File: config.mk
export PLATFORM = sky130hd
export DESIGN_NAME = auth_seq_blk
export DESIGN_NICKNAME = d
export VERILOG_FILES = /design/src/rtl/auth_seq_blk.sv
export SDC_FILE = /design/constraint.sdc
export NUM_CORES = 1
export LEC_CHECK = 0
export ABC_AREA = 1
export ABC_CLOCK_PERIOD_IN_PS = 2000
export CAP_MARGIN = 25
export CORE_ASPECT_RATIO = 1.5
export CORE_UTILIZATION = 40
export DETAILED_ROUTE_END_ITERATION = 6
export PLACE_DENSITY_LB_ADDON = 0.05
export SLEW_MARGIN = 20
export SYNTH_ARGS = -nofsm -noshare
export SYNTH_HDL_FRONTEND = slang
export SYNTH_SLANG_ARGS = --single-unit
File: constraint.sdc
create_clock -name clk -period 2 [get_ports clk]
set_input_delay 0.3 -clock clk [delete_from_list [all_inputs] [get_ports clk]]
set_output_delay 0.3 -clock clk [all_outputs]
set_load 0.05 [all_outputs]
File: src/rtl/auth_seq_blk.sv
// rtl/auth_seq_blk.sv - BLE UART multi-byte GO-code power authorisation with timeout and lockout
// 8N1 receiver feeding an OFF/COLLECT/ON/STOP_PEND/LOCKED authorisation FSM.

module auth_seq_blk #(
    parameter int                    BAUD_DIV    = 5208,
    parameter int                    CODE_LEN    = 2,
    parameter logic [CODE_LEN*8-1:0] GO_CODE     = 16'h4731,
    parameter logic [7:0]            STOP_CODE   = 8'h53,
    parameter int                    SEQ_TIMEOUT = 2_500_000,
    parameter int                    MAX_FAIL    = 3,
    parameter int                    LOCK_CYCLES = 50_000_000
) (
    input  logic clk,
    input  logic rst,
    input  logic RX,
    input  logic rider_off,
    output logic pwr_up,
    output logic locked,
    output logic frm_err
);

    localparam int BW = $clog2(BAUD_DIV);
    localparam int IW = $clog2(CODE_LEN + 1);
    localparam int FW = $clog2(MAX_FAIL + 1);
    localparam int TW = $clog2(SEQ_TIMEOUT + 1);
    localparam int LW = $clog2(LOCK_CYCLES + 1);

    localparam logic [BW-1:0] C_HALF = BW'(BAUD_DIV / 2 - 1);
    localparam logic [BW-1:0] C_FULL = BW'(BAUD_DIV - 1);

    typedef enum logic [1:0] {RX_IDLE, RX_START, RX_DATA, RX_STOP} rx_state_t;
    typedef enum logic [2:0] {S_OFF, S_COLLECT, S_ON, S_STOP_PEND, S_LOCKED} auth_state_t;

    rx_state_t   r_rx_state, w_rx_next;
    auth_state_t r_state, w_next;

    logic          r_rx_s1, r_rx_s2, r_rx_s3;
    logic [BW-1:0] r_baud_cnt;
    logic [2:0]    r_bit_idx;
    logic [7:0]    r_shift;
    logic          r_byte_vld;
    logic          r_frm_err;

    logic [IW-1:0] r_idx;
    logic [FW-1:0] r_fails;
    logic [TW-1:0] r_seq_tmr;
    logic [LW-1:0] r_lock_tmr;

    logic          w_fall, w_half_tick, w_bit_tick;
    logic [7:0]    w_go_idx;
    logic          w_is_go0, w_is_stop, w_is_match, w_last;
    logic          w_timeout, w_fail, w_lock_now, w_lock_done;
    logic [FW-1:0] w_fails_inc;

    // Third flop gives a true falling edge, so a line still low after a bad stop bit does not restart.
    assign w_fall      = r_rx_s3 & ~r_rx_s2;
    assign w_half_tick = (r_baud_cnt == C_HALF);
    assign w_bit_tick  = (r_baud_cnt == C_FULL);

    always_ff @(posedge clk) begin
        if (rst) begin
            r_rx_state <= RX_IDLE;
        end else begin
            r_rx_state <= w_rx_next;
        end
    end

    always_comb begin
        w_rx_next = r_rx_state;
        unique case (r_rx_state)
            RX_IDLE:  if (w_fall) w_rx_next = RX_START;
            RX_START: if (w_half_tick) w_rx_next = r_rx_s2 ? RX_IDLE : RX_DATA;
            RX_DATA:  if (w_bit_tick && r_bit_idx == 3'd7) w_rx_next = RX_STOP;
            RX_STOP:  if (w_bit_tick) w_rx_next = RX_IDLE;
            default:  w_rx_next = RX_IDLE;
        endcase
    end

    always_ff @(posedge clk) begin
        if (rst) begin
            r_rx_s1    <= 1'b1;
            r_rx_s2    <= 1'b1;
            r_rx_s3    <= 1'b1;
            r_baud_cnt <= '0;
            r_bit_idx  <= '0;
            r_shift    <= '0;
            r_byte_vld <= 1'b0;
            r_frm_err  <= 1'b0;
        end else begin
            r_rx_s1    <= RX;
            r_rx_s2    <= r_rx_s1;
            r_rx_s3    <= r_rx_s2;
            r_byte_vld <= 1'b0;
            r_frm_err  <= 1'b0;
            if (r_rx_state == RX_IDLE || w_rx_next != r_rx_state ||
                (r_rx_state != RX_START && w_bit_tick)) begin
                r_baud_cnt <= '0;
            end else begin
                r_baud_cnt <= r_baud_cnt + 1'b1;
            end
            if (r_rx_state == RX_IDLE) begin
                r_bit_idx <= '0;
            end
            if (r_rx_state == RX_DATA && w_bit_tick) begin
                r_shift   <= {r_rx_s2, r_shift[7:1]};
                r_bit_idx <= r_bit_idx + 1'b1;
            end
            if (r_rx_state == RX_STOP && w_bit_tick) begin
                r_byte_vld <= r_rx_s2;
                r_frm_err  <= ~r_rx_s2;
            end
        end
    end

    // GO bytes are stored most significant first.
    always_comb begin
        w_go_idx = GO_CODE[CODE_LEN*8-1 -: 8];
        for (int g = 0; g < CODE_LEN; g++) begin
            if (r_idx == IW'(g)) w_go_idx = GO_CODE[8*(CODE_LEN-1-g) +: 8];
        end
    end

    assign w_is_go0    = r_byte_vld && (r_shift == GO_CODE[CODE_LEN*8-1 -: 8]);
    assign w_is_stop   = r_byte_vld && (r_shift == STOP_CODE);
    assign w_is_match  = r_byte_vld && (r_shift == w_go_idx);
    assign w_last      = (r_idx == IW'(CODE_LEN - 1));
    assign w_timeout   = (r_seq_tmr == TW'(SEQ_TIMEOUT)) && !r_byte_vld;
    assign w_fail      = (r_state == S_COLLECT) && ((r_byte_vld && !w_is_match) || w_timeout);
    assign w_fails_inc = r_fails + 1'b1;
    assign w_lock_now  = (w_fails_inc == FW'(MAX_FAIL));
    assign w_lock_done = (r_lock_tmr == LW'(LOCK_CYCLES - 1));

    always_ff @(posedge clk) begin
        if (rst) begin
            r_state <= S_OFF;
        end else begin
            r_state <= w_next;
        end
    end

    always_comb begin
        w_next = r_state;
        unique case (r_state)
            S_OFF:       if (w_is_go0) w_next = (CODE_LEN == 1) ? S_ON : S_COLLECT;
            S_COLLECT: begin
                if (w_is_match && w_last) w_next = S_ON;
                else if (w_fail)          w_next = w_lock_now ? S_LOCKED : S_OFF;
            end
            S_ON:        if (w_is_stop) w_next = rider_off ? S_OFF : S_STOP_PEND;
            S_STOP_PEND: begin
                if (rider_off)     w_next = S_OFF;
                else if (w_is_go0) w_next = S_ON;
            end
            S_LOCKED:    if (w_lock_done) w_next = S_OFF;
            default:     w_next = S_OFF;
        endcase
    end

    always_comb begin
        pwr_up  = (r_state == S_ON) || (r_state == S_STOP_PEND);
        locked  = (r_state == S_LOCKED);
        frm_err = r_frm_err;
    end

    always_ff @(posedge clk) begin
        if (rst) begin
            r_idx      <= '0;
            r_fails    <= '0;
            r_seq_tmr  <= '0;
            r_lock_tmr <= '0;
        end else begin
            unique case (r_state)
                S_OFF: begin
                    if (w_is_go0 && CODE_LEN > 1) begin
                        r_idx     <= IW'(1);
                        r_seq_tmr <= '0;
                    end
                end
                S_COLLECT: begin
                    if (w_is_match) begin
                        r_seq_tmr <= '0;
                        if (w_last) begin
                            r_idx   <= '0;
                            r_fails <= '0;
                        end else begin
                            r_idx <= r_idx + 1'b1;
                        end
                    end else if (w_fail) begin
                        r_idx     <= '0;
                        r_seq_tmr <= '0;
                        r_fails   <= w_fails_inc;
                    end else if (r_seq_tmr != TW'(SEQ_TIMEOUT)) begin
                        r_seq_tmr <= r_seq_tmr + 1'b1;
                    end
                end
                S_LOCKED: begin
                    if (w_lock_done) begin
                        r_lock_tmr <= '0;
                        r_fails    <= '0;
                    end else begin
                        r_lock_tmr <= r_lock_tmr + 1'b1;
                    end
                end
                default: ;
            endcase
        end
    end

endmodule

==> flow_summary.json, run 1 <==
{
  "status": "finished clean",
  "setup_tns_ps": 0,
  "clk_latency_ps": 330,
  "grt_max_degree": 18,
  "maxSlewViolCount": 0,
  "layout.cells.non_filler": 865,
  "cp.arrival_ps": 1540,
  "synthesis.nets": 703,
  "peakVddDrop_uv": 410.1,
  "numPortBuffers": 6,
  "fin_crit_ps": 1840,
  "htree_num_levels": 3,
  "rsz0062_at_grt": "no",
  "p_per_area_nw_per_um2": 808.8,
  "worst_slew_pin_slew_ps": 499.1,
  "rr_worst_depth": 9,
  "gp_congestion": 0.8990,
  "skew_ps": 5.906,
  "cts_root_buf": "clkbuf_16",
  "wirelength_um": 10900,
  "synth_top_area_share_pct": 36.71,
  "hold_start": "r_rx_s1",
  "drc": 0,
  "antenna_found_initial": 0,
  "whs_path_depth": 1,
  "dieArea_sq_um": 12170,
  "dpl_cell_area_sq_um": 4981,
  "endpoint": "locked",
  "cp_top_family": "buffers and inverters",
  "maxCapViolCount": 0,
  "clock_sinks": 86,
  "reg2reg_from": "r_lock_tmr[1]",
  "hold_buffers": 0,
  "cp-end-kind": "output pin",
  "regToRegSetupSlack_ps": 220,
  "multi_input_area_sq_um": 2576,
  "synth_most_common_cell": "nand2_1",
  "cts_buffers": 9,
  "synth_cell_types": 36,
  "initial_core_util_pct": 40.88,
  "setup_viol_count_final": 0,
  "drive_above_1_share_pct": 13.71,
  "drt_pass1_iterations": 4,
  "synth_area_sq_um": 4689,
  "insertedDiodeCount": 0,
  "fillers": 1228,
  "finalCritPeriodShare_pct": 92.00,
  "dp_cells": 849,
  "crit_chain": "nand3_2 -> inv_2 -> buf_4 -> buf_12",
  "synth-seq-area-share_pct": 36.71,
  "synth_flop_cell": "dfxtp_1",
  "avgViaCountPerCell": 4.881,
  "async_flop_share_pct": 0,
  "relSlewSlack_pct": 66.67,
  "critical_path_class": "flop to output pin",
  "syn_avg_cell_area_sq_um": 6.777,
  "synth_cells": 692,
  "tritoncts": "built",
  "vias": 4222,
  "die-width_um": 90.41,
  "fmax_ghz": 0.5435,
  "rows": 48,
  "totalPowerFinal_uw": 4295,
  "synth_area_leaders": "dfxtp_1 (37%), nand2_1 (12%), nor2_1 (8.9%), inv_1 (6.7%), nand3_1 (4.9%)",
  "crit_path_top_delay_cell": "dfxtp_1",
  "wl_per_cell_um": 12.60,
  "nets": 724,
  "ys_top_cells_by_count": "nand2_1 (147), nor2_1 (111), dfxtp_1 (86)",
  "grt_pass1_wl_um": 18910,
  "postRouteAntennaNets": 0,
  "ys_warn_count": 0,
  "path_buf_inv": 3,
  "path_clk_slew_ps": 60,
  "path_depth": 4,
  "synth_seq_cells": 86,
  "io_pins": 7,
  "drt_iter0_markers": 164,
  "grt.overflow.total": 0,
  "crit_start": "r_state[2]",
  "syn2layout_area_growth_pct": 13.23,
  "crit_path_max_fanout": 8,
  "stdcell_area_sq_um": 5310,
  "startpoint_type": "flop",
  "grt_pass1_vias": 4236,
  "seqCellArea_sq_um": 1723,
  "r2r_end": "r_lock_tmr[20]",
  "die_h_um": 134.6,
  "hold_viol": 0,
  "cp.required_ps": 1700,
  "cts.path.max_buffers": 2,
  "hpwl_um": 8454,
  "yosysTopAreaCell": "dfxtp_1",
  "synth_edf_count": 0,
  "leakagePower_uw": 0.002001,
  "slowest_delay_ps": 430,
  "core_sq_um": 11470,
  "hold_path_class": "flop to flop",
  "final_core_utilization_pct": 46.29,
  "gr-usage-all-layers_pct": 19.54
}
## flip-flops by register name (all words and copies together), names as in the netlist
name        flops
r_byte_vld      1
frm_err         1
r_lock_tmr     26
r_shift         8
r_rx_s1         1
r_rx_state      2
r_rx_s3         1
r_idx           2
r_rx_s2         1
r_seq_tmr      22
r_baud_cnt     13
r_bit_idx       3
r_state         3
r_fails         2
## placed cells by master (no fill, tap or decap), types with 6 or more instances in the layout
| cell | synthesis | routed |
|---|---|---|
| a21oi_1 | 32 | 32 |
| buf_4 | 3 | 17 |
| clkbuf_16 | 0 | 9 |
| dfxtp_1 | 86 | 85 |
| ha_1 | 7 | 6 |
| inv_1 | 84 | 84 |
| inv_2 | 8 | 8 |
| nand2_1 | 147 | 147 |
| nand2_2 | 11 | 11 |
| nand3_1 | 46 | 46 |
| nand4_1 | 15 | 15 |
| nor2_1 | 111 | 111 |
| nor2_2 | 23 | 23 |
| nor3_1 | 22 | 21 |
| nor3_2 | 5 | 6 |
| o21ai_0 | 20 | 19 |
| xor2_1 | 22 | 22 |
## cell families (layout without fill, tap and decap cells)
group,after synthesis,after routing,share of synthesized area [%]
AND/OR/NAND/NOR,409,409,41.06
buffers and inverters,105,128,8.885
flip-flops,86,86,36.71
AO/OA/AOI/OAI,61,61,6.991
XOR/XNOR,24,24,4.482
adder cells (fa/ha/maj),7,7,1.868
## timing repair
| action | in CTS | in global routing |
|---|---|---|
| endpoints found under the setup margin | 2 | 32 |
| gates cloned | 0 | 0 |
| hold endpoints to repair | 0 | 0 |
| buffers inserted | 0 | 3 |
| gates resized for setup | 1 | 6 |
| pin swaps | 0 | 1 |
## routing by layer
layer	routed length (um)	vias up	share of wire (%)	global-route usage, %
met5	0	-	0	0
met4	324	0	3.0	9.229
met3	211	24	1.9	3.660
met2	6047	47	55	38.93
met1	4320	1922	40	19.06
li1	-	2229	-	-
## worst min path at each step
stage,to,slack [ps]
after floorplan,r_rx_s2,390
after global placement,r_rx_s2,390
after detailed placement,r_rx_s2,420
after CTS,frm_err,430
after global routing,r_rx_s2,450
final,r_rx_s2,420
## worst register-to-register path: cells and delay by family (launching register included)
| family | cells | cell delay, ps |
|---|---|---|
| AND/OR/NAND/NOR | 6 | 870 |
| buffers and inverters | 1 | 130 |
| AO/OA/AOI/OAI | 1 | 130 |
| flip-flops | 1 | 400 |
| adder cells (fa/ha/maj) | 1 | 180 |
## report_power, final
group	total, uW	internal, uW	switching, uW
clock	1610	979	635
combinational	854	287	567
sequential	1830	1770	54.6
## cell type report
| class | instances | share of cell area (%) |
|---|---|---|
| well taps | 150 | 3.534 |
| flip-flops and latches | 86 | 32.45 |
| clock buffers | 11 | 4.571 |
| clock inverters | 2 | 0.6598 |
| inverters | 92 | 6.503 |
| repair buffers | 23 | 3.770 |
| multi-input cells | 501 | 48.52 |
## through the flow
step,setup slack (ps),hold WS (ps)
6_report,160.0,421.2
5_1_grt,50.15,447.9
4_1_cts,28.49,432.7
3_5_place_dp,19.61,418.6
3_3_place_gp,-38.13,390.7
2_1_floorplan,421.7,389.5
(Power assumes the default switching activity.)
==> run 2, diff against run 1 <==
- DONT_BUFFER_PORTS: unset -> 1
==> run 2 against run 1 <==
Against the previous run: clock power is essentially flat; clock-buffer cell count decreased by 2; critical path depth grew 7; power is 1.4% lower; register-to-register slack worse by 70 ps; cell count down 0.81%; hold slack worse by 400 ps; die area stayed put; non-clock buffer count down 10; worst setup slack got worse by 11 ps; critical endpoint is now r_seq_tmr[5]; highest routed layer unchanged; first-iteration DRC count is 12% lower; cell area shrank 2.1%.
==> flow_summary.json, run 2 (synthesis results as in run 1) <==
{
  "crit_path_top_delay_cell": "dfxtp_1",
  "dp_cells": 842,
  "die_h_um": 134.6,
  "relSlewSlack_pct": 68.47,
  "avgViaCountPerCell": 4.896,
  "core_sq_um": 11470,
  "endpoint": "r_seq_tmr[5]",
  "final_common_cell": "nand2_1",
  "io_pins": 7,
  "crit_path_max_fanout": 12,
  "nets": 714,
  "rr_worst_depth": 11,
  "insertedDiodeCount": 0,
  "multi_input_area_sq_um": 2561,
  "setup_viol_count_final": 0,
  "startpoint_type": "flop",
  "largest-register": "r_lock_tmr",
  "drive_above_1_share_pct": 13.42,
  "power_frac_seq_pct": 42.9,
  "initial_core_util_pct": 40.88,
  "reg2reg_from": "r_byte_vld",
  "drc": 0,
  "vias": 4201,
  "grt_pass1_vias": 4072,
  "gp_congestion": 0.8909,
  "grt_pass1_wl_um": 18290,
  "drt_iter0_markers": 144,
  "peakVddDrop_uv": 482.7,
  "worst_slew_pin_slew_ps": 472.3,
  "status": "finished clean",
  "maxCapViolCount": 0,
  "regToRegSetupSlack_ps": 150,
  "p_per_area_nw_per_um2": 815.0,
  "r2r_end": "r_seq_tmr[5]",
  "numPortBuffers": 0,
  "hold_path_class": "input pin to flop",
  "wirelength_um": 10850,
  "p_sw_share_pct": 31.97,
  "crit_chain": "nand2_1 -> nor3_1 -> nand2_1 -> nand2_1 -> nand2_2 -> buf_4 -> or2_1 -> nor2_2 -> nand2_1 -> nand2_1 -> nor2_1",
  "cp.arrival_ps": 2090,
  "slowest_delay_ps": 410,
  "antenna_found_initial": 0,
  "seqCellArea_sq_um": 1722,
  "cp.required_ps": 2240,
  "grt.overflow.total": 0,
  "skew_ps": 6.022,
  "clk_latency_ps": 340,
  "setup_tns_ps": 0,
  "rsz0062_at_grt": "no",
  "gr-usage-all-layers_pct": 18.73,
  "crit_top_cell": "nand2_1",
  "hold_viol": 0,
  "largestRegisters": "r_lock_tmr: 26 flops, r_seq_tmr: 22 flops, r_baud_cnt: 13 flops",
  "clock_sinks": 86,
  "critical_path_class": "flop to flop",
  "drt_pass1_iterations": 6,
  "cts_root_buf": "clkbuf_16",
  "htree_num_levels": 3,
  "path_clk_slew_ps": 70,
  "finalCritPeriodShare_pct": 92.55,
  "fin_crit_ps": 1851,
  "cts_buffers": 9,
  "postRouteAntennaNets": 0,
  "cp-end-kind": "flop",
  "p_sw_uw": 1354,
  "fillers": 1198,
  "layout_common_cells": "nand2_1 (147), nor2_1 (110), dfxtp_1 (86), inv_1 (84), nand3_1 (46)",
  "post_cts_buffers": 0,
  "crit_start": "r_byte_vld",
  "wl_per_cell_um": 12.65,
  "tritoncts": "built",
  "internal-power_uw": 2882,
  "p_comb_share_pct": 19.4,
  "clockPowerShare_pct": 37.7,
  "dieArea_sq_um": 12170,
  "die-width_um": 90.41,
  "whs_ps": 24.05,
  "fmax_ghz": 0.5403,
  "grt_max_degree": 19,
  "maxSlewViolCount": 0,
  "hpwl_um": 8379,
  "layout.cells.non_filler": 858,
  "largest_reg_flops": 26,
  "cts.path.max_buffers": 2,
  "rows": 48,
  "leakagePower_uw": 0.001938,
  "syn2layout_area_growth_pct": 10.83
}
-- run 2: worst min path at each step --
| stage | from | end | slack, ps | cells past startpoint |
|---|---|---|---|---|
| final | rst | r_lock_tmr[4] | 20 | 1 |
| after global routing | rst | r_lock_tmr[1] | 9 | 1 |
| after CTS | rst | r_lock_tmr[1] | 8 | 1 |
| after detailed placement | rst | r_lock_tmr[1] | 370 | 1 |
| after global placement | rst | r_bit_idx[1] | 370 | 1 |
| after floorplan | r_rx_s1 | r_rx_s2 | 390 | 1 |
-- run 2: per-layer routing --
metal | part of all wire, % | up-vias | track usage, %
met1 | 40 | 1922 | 18.71
li1 | - | 2216 | -
met4 | 3.0 | 0 | 8.513
met2 | 55 | 40 | 37.57
met3 | 1.6 | 23 | 2.703
met5 | 0 | - | 0
-- run 2: final cells by class --
type                            count  area share [%]
Sequential cell                    86           33.12
Clock inverter                      7           1.083
Clock buffer                        9           4.333
Inverter                           92           6.692
Tap cell                          150           3.611
Multi-Input combinational cell    501           49.28
Timing Repair Buffer               13           1.878
-- run 2: power by group through the flow --
| stage | sequential (uW) | combinational, uW | clock (uW) |
|---|---|---|---|
| 2_1_floorplan | 1850 | 617 | 0 |
| 3_3_place_gp | 1860 | 809 | 0 |
| 3_5_place_dp | 1860 | 816 | 0 |
| 4_1_cts | 1820 | 819 | 1650 |
| 5_1_grt | 1830 | 928 | 1700 |
| 6_report | 1820 | 820 | 1600 |
-- run 2: timing repair --
item / 4_1_cts / 5_1_grt
endpoints found under the hold margin: 0 / 0
endpoints found under the setup margin: 0 / 31
hold buffers: 0 / 0
gates resized for setup: 0 / 5
-- run 2: through the flow --
stage               worst slack [ps]  instance area, sq um  total power [uW]  util [%]
finish                         149.0                  5197              4236     45.31
global route                   13.73                  5197              4456     45.31
CTS                            96.95                  5185              4284     45.20
detailed placement             96.67                  4903              2672     42.75
global placement               164.0                  4903              2664     42.75
floorplan                      421.7                  4690              2463         -
-- run 2: critical path, delay by kind of cell, from the launching register on --
| kind | cells | cell delay, ps |
|---|---|---|
| buffers and inverters | 1 | 180 |
| DFF | 1 | 410 |
| and+or+nand+nor | 10 | 1150 |
==> run 3, diff against run 2 <==
- CORE_MARGIN: unset -> 10
==> run 3 against run 2 <==
Against the previous run: die area grew 36%; non-clock buffer count is the same; sequential power is essentially flat; worst setup slack gained 39 ps; sequential share of layout area shrank 0.32 points; flip-flop and latch count is the same; wire length grew 2.1%; maximum frequency grew 2.1%; hold slack gained 0.58 ps; combinational power grew 3.3%; via count shrank 0.50%; clock power grew 11%; critical endpoint is now r_lock_tmr[20].
==> flow_summary.json, run 3 (synthesis results as in run 1) <==
{
  "wl_per_cell_um": 12.92,
  "stdcell_area_sq_um": 5248,
  "tritoncts": "built",
  "drt_pass1_iterations": 5,
  "avgViaCountPerCell": 4.872,
  "maxSlewViolCount": 0,
  "io_pins": 7,
  "largest-register": "r_lock_tmr",
  "drc": 0,
  "initial_core_util_pct": 40.88,
  "endpoint": "r_lock_tmr[20]",
  "hold_path_class": "input pin to flop",
  "hold_buffers": 0,
  "grt.overflow.total": 0,
  "cp-end-kind": "flop",
  "gr-usage-all-layers_pct": 13.79,
  "fin_ws_ps": 187.7,
  "crit_start": "r_lock_tmr[0]",
  "leakagePower_uw": 0.001960,
  "drt_iter0_markers": 151,
  "drive_above_1_share_pct": 13.56,
  "largestRegisters": "r_lock_tmr: 26 flops, r_seq_tmr: 22 flops, r_baud_cnt: 13 flops",
  "clk_latency_ps": 340,
  "rsz0062_at_grt": "no",
  "htree_num_levels": 3,
  "postRouteAntennaNets": 0,
  "regToRegSetupSlack_ps": 190,
  "critical_path_class": "flop to flop",
  "final_common_cell": "nand2_1",
  "vias": 4180,
  "grt_pass1_wl_um": 18540,
  "hold_viol": 0,
  "clock_sinks": 86,
  "crit_path_max_fanout": 6,
  "slowest_delay_ps": 390,
  "core_sq_um": 11470,
  "crit_path_top_delay_cell": "dfxtp_1",
  "nets": 714,
  "crit_chain": "ha_1 -> nand3_2 -> nor2_4 -> nand2_2 -> nor3_4 -> nand2_1 -> or2_0 -> a21oi_1",
  "die_h_um": 152.6,
  "finalCritPeriodShare_pct": 90.62,
  "antenna_found_initial": 0,
  "numPortBuffers": 0,
  "worst_slew_pin_slew_ps": 481.6,
  "status": "finished clean",
  "grt_max_degree": 19,
  "insertedDiodeCount": 0,
  "path_clk_slew_ps": 60,
  "layout_common_cells": "nand2_1 (146), nor2_1 (110), dfxtp_1 (86), inv_1 (84), nand3_1 (46)",
  "final_core_utilization_pct": 45.75,
  "cts.path.max_buffers": 2,
  "gp_congestion": 0.8955,
  "dieArea_sq_um": 16540,
  "p_per_area_nw_per_um2": 846.8,
  "startpoint_type": "flop",
  "fmax_ghz": 0.5518,
  "wirelength_um": 11080,
  "peakVddDrop_uv": 384.3,
  "dpl_cell_area_sq_um": 4916,
  "skew_ps": 3.948,
  "fin_crit_ps": 1812,
  "relSlewSlack_pct": 67.85,
  "largest_reg_flops": 26,
  "cp.required_ps": 2270,
  "ctsResizeCount": 1,
  "hpwl_um": 8537,
  "rows": 48,
  "fillers": 1194,
  "totalPowerFinal_uw": 4444,
  "reg2reg_from": "r_lock_tmr[0]",
  "r2r_end": "r_lock_tmr[20]",
  "syn2layout_area_growth_pct": 11.90,
  "cts_root_buf": "clkbuf_16",
  "rr_worst_depth": 8,
  "grt_pass1_vias": 4115,
  "die-width_um": 108.4,
  "detailedPlace.worstSlack_ps": -5.761,
  "setup_viol_count_final": 0,
  "post_cts_buffers": 0,
  "maxCapViolCount": 0,
  "cts_buffers": 9,
  "cp.arrival_ps": 2090
}
-- run 3: worst max-delay path: cells and delay by family, from the launching register on --
family / cells / cell delay (ps)
adders and majority gates: 1 / 260
and+or+nand+nor: 6 / 990
AOI/OAI and AO/OA: 1 / 120
DFF: 1 / 390
-- run 3: final cells by class --
type                            count  area, sq um  share of cell area [%]
Clock buffer                       10        229.0                   4.363
Clock inverter                      6        86.33                   1.645
Multi-Input combinational cell    501         2567                   48.93
Inverter                           92        345.3                   6.581
Timing Repair Buffer               13        110.1                   2.098
Sequential cell                    86         1722                   32.81
Tap cell                          150        187.7                   3.577
-- run 3: where the power goes --
group	internal (uW)	total (uW)	switching (uW)
sequential	1770	1820	48.9
combinational	276	847	570
clock	1090	1780	686
total	3140	4440	1310
-- run 3: metal layers --
layer | part of all wire (%) | up-vias | global-route usage (%)
met5 | 0 | - | 0
met4 | 3.1 | 0 | 7.057
met3 | 2.0 | 22 | 2.202
met2 | 55 | 61 | 26.01
met1 | 40 | 1886 | 13.79
li1 | - | 2211 | -
-- run 3: through the flow --
stage                     TNS, ps  hold slack [ps]  instances
final                           0            24.63        858
after global routing            0            12.96        858
after CTS                       0            10.00        858
after detailed placement   -5.761            376.0        842
after global placement          0            372.5        842
after floorplan                 0            389.5        692
-- run 3: how the worst min path moves through the flow --
stage	startpoint	end	slack, ps	cells after the start
2_1_floorplan	r_rx_s1	r_rx_s2	390	1
3_3_place_gp	rst	r_bit_idx[2]	370	1
3_5_place_dp	rst	r_lock_tmr[10]	380	1
4_1_cts	rst	r_lock_tmr[8]	10	1
5_1_grt	rst	r_lock_tmr[10]	10	1
6_report	rst	r_lock_tmr[8]	20	1
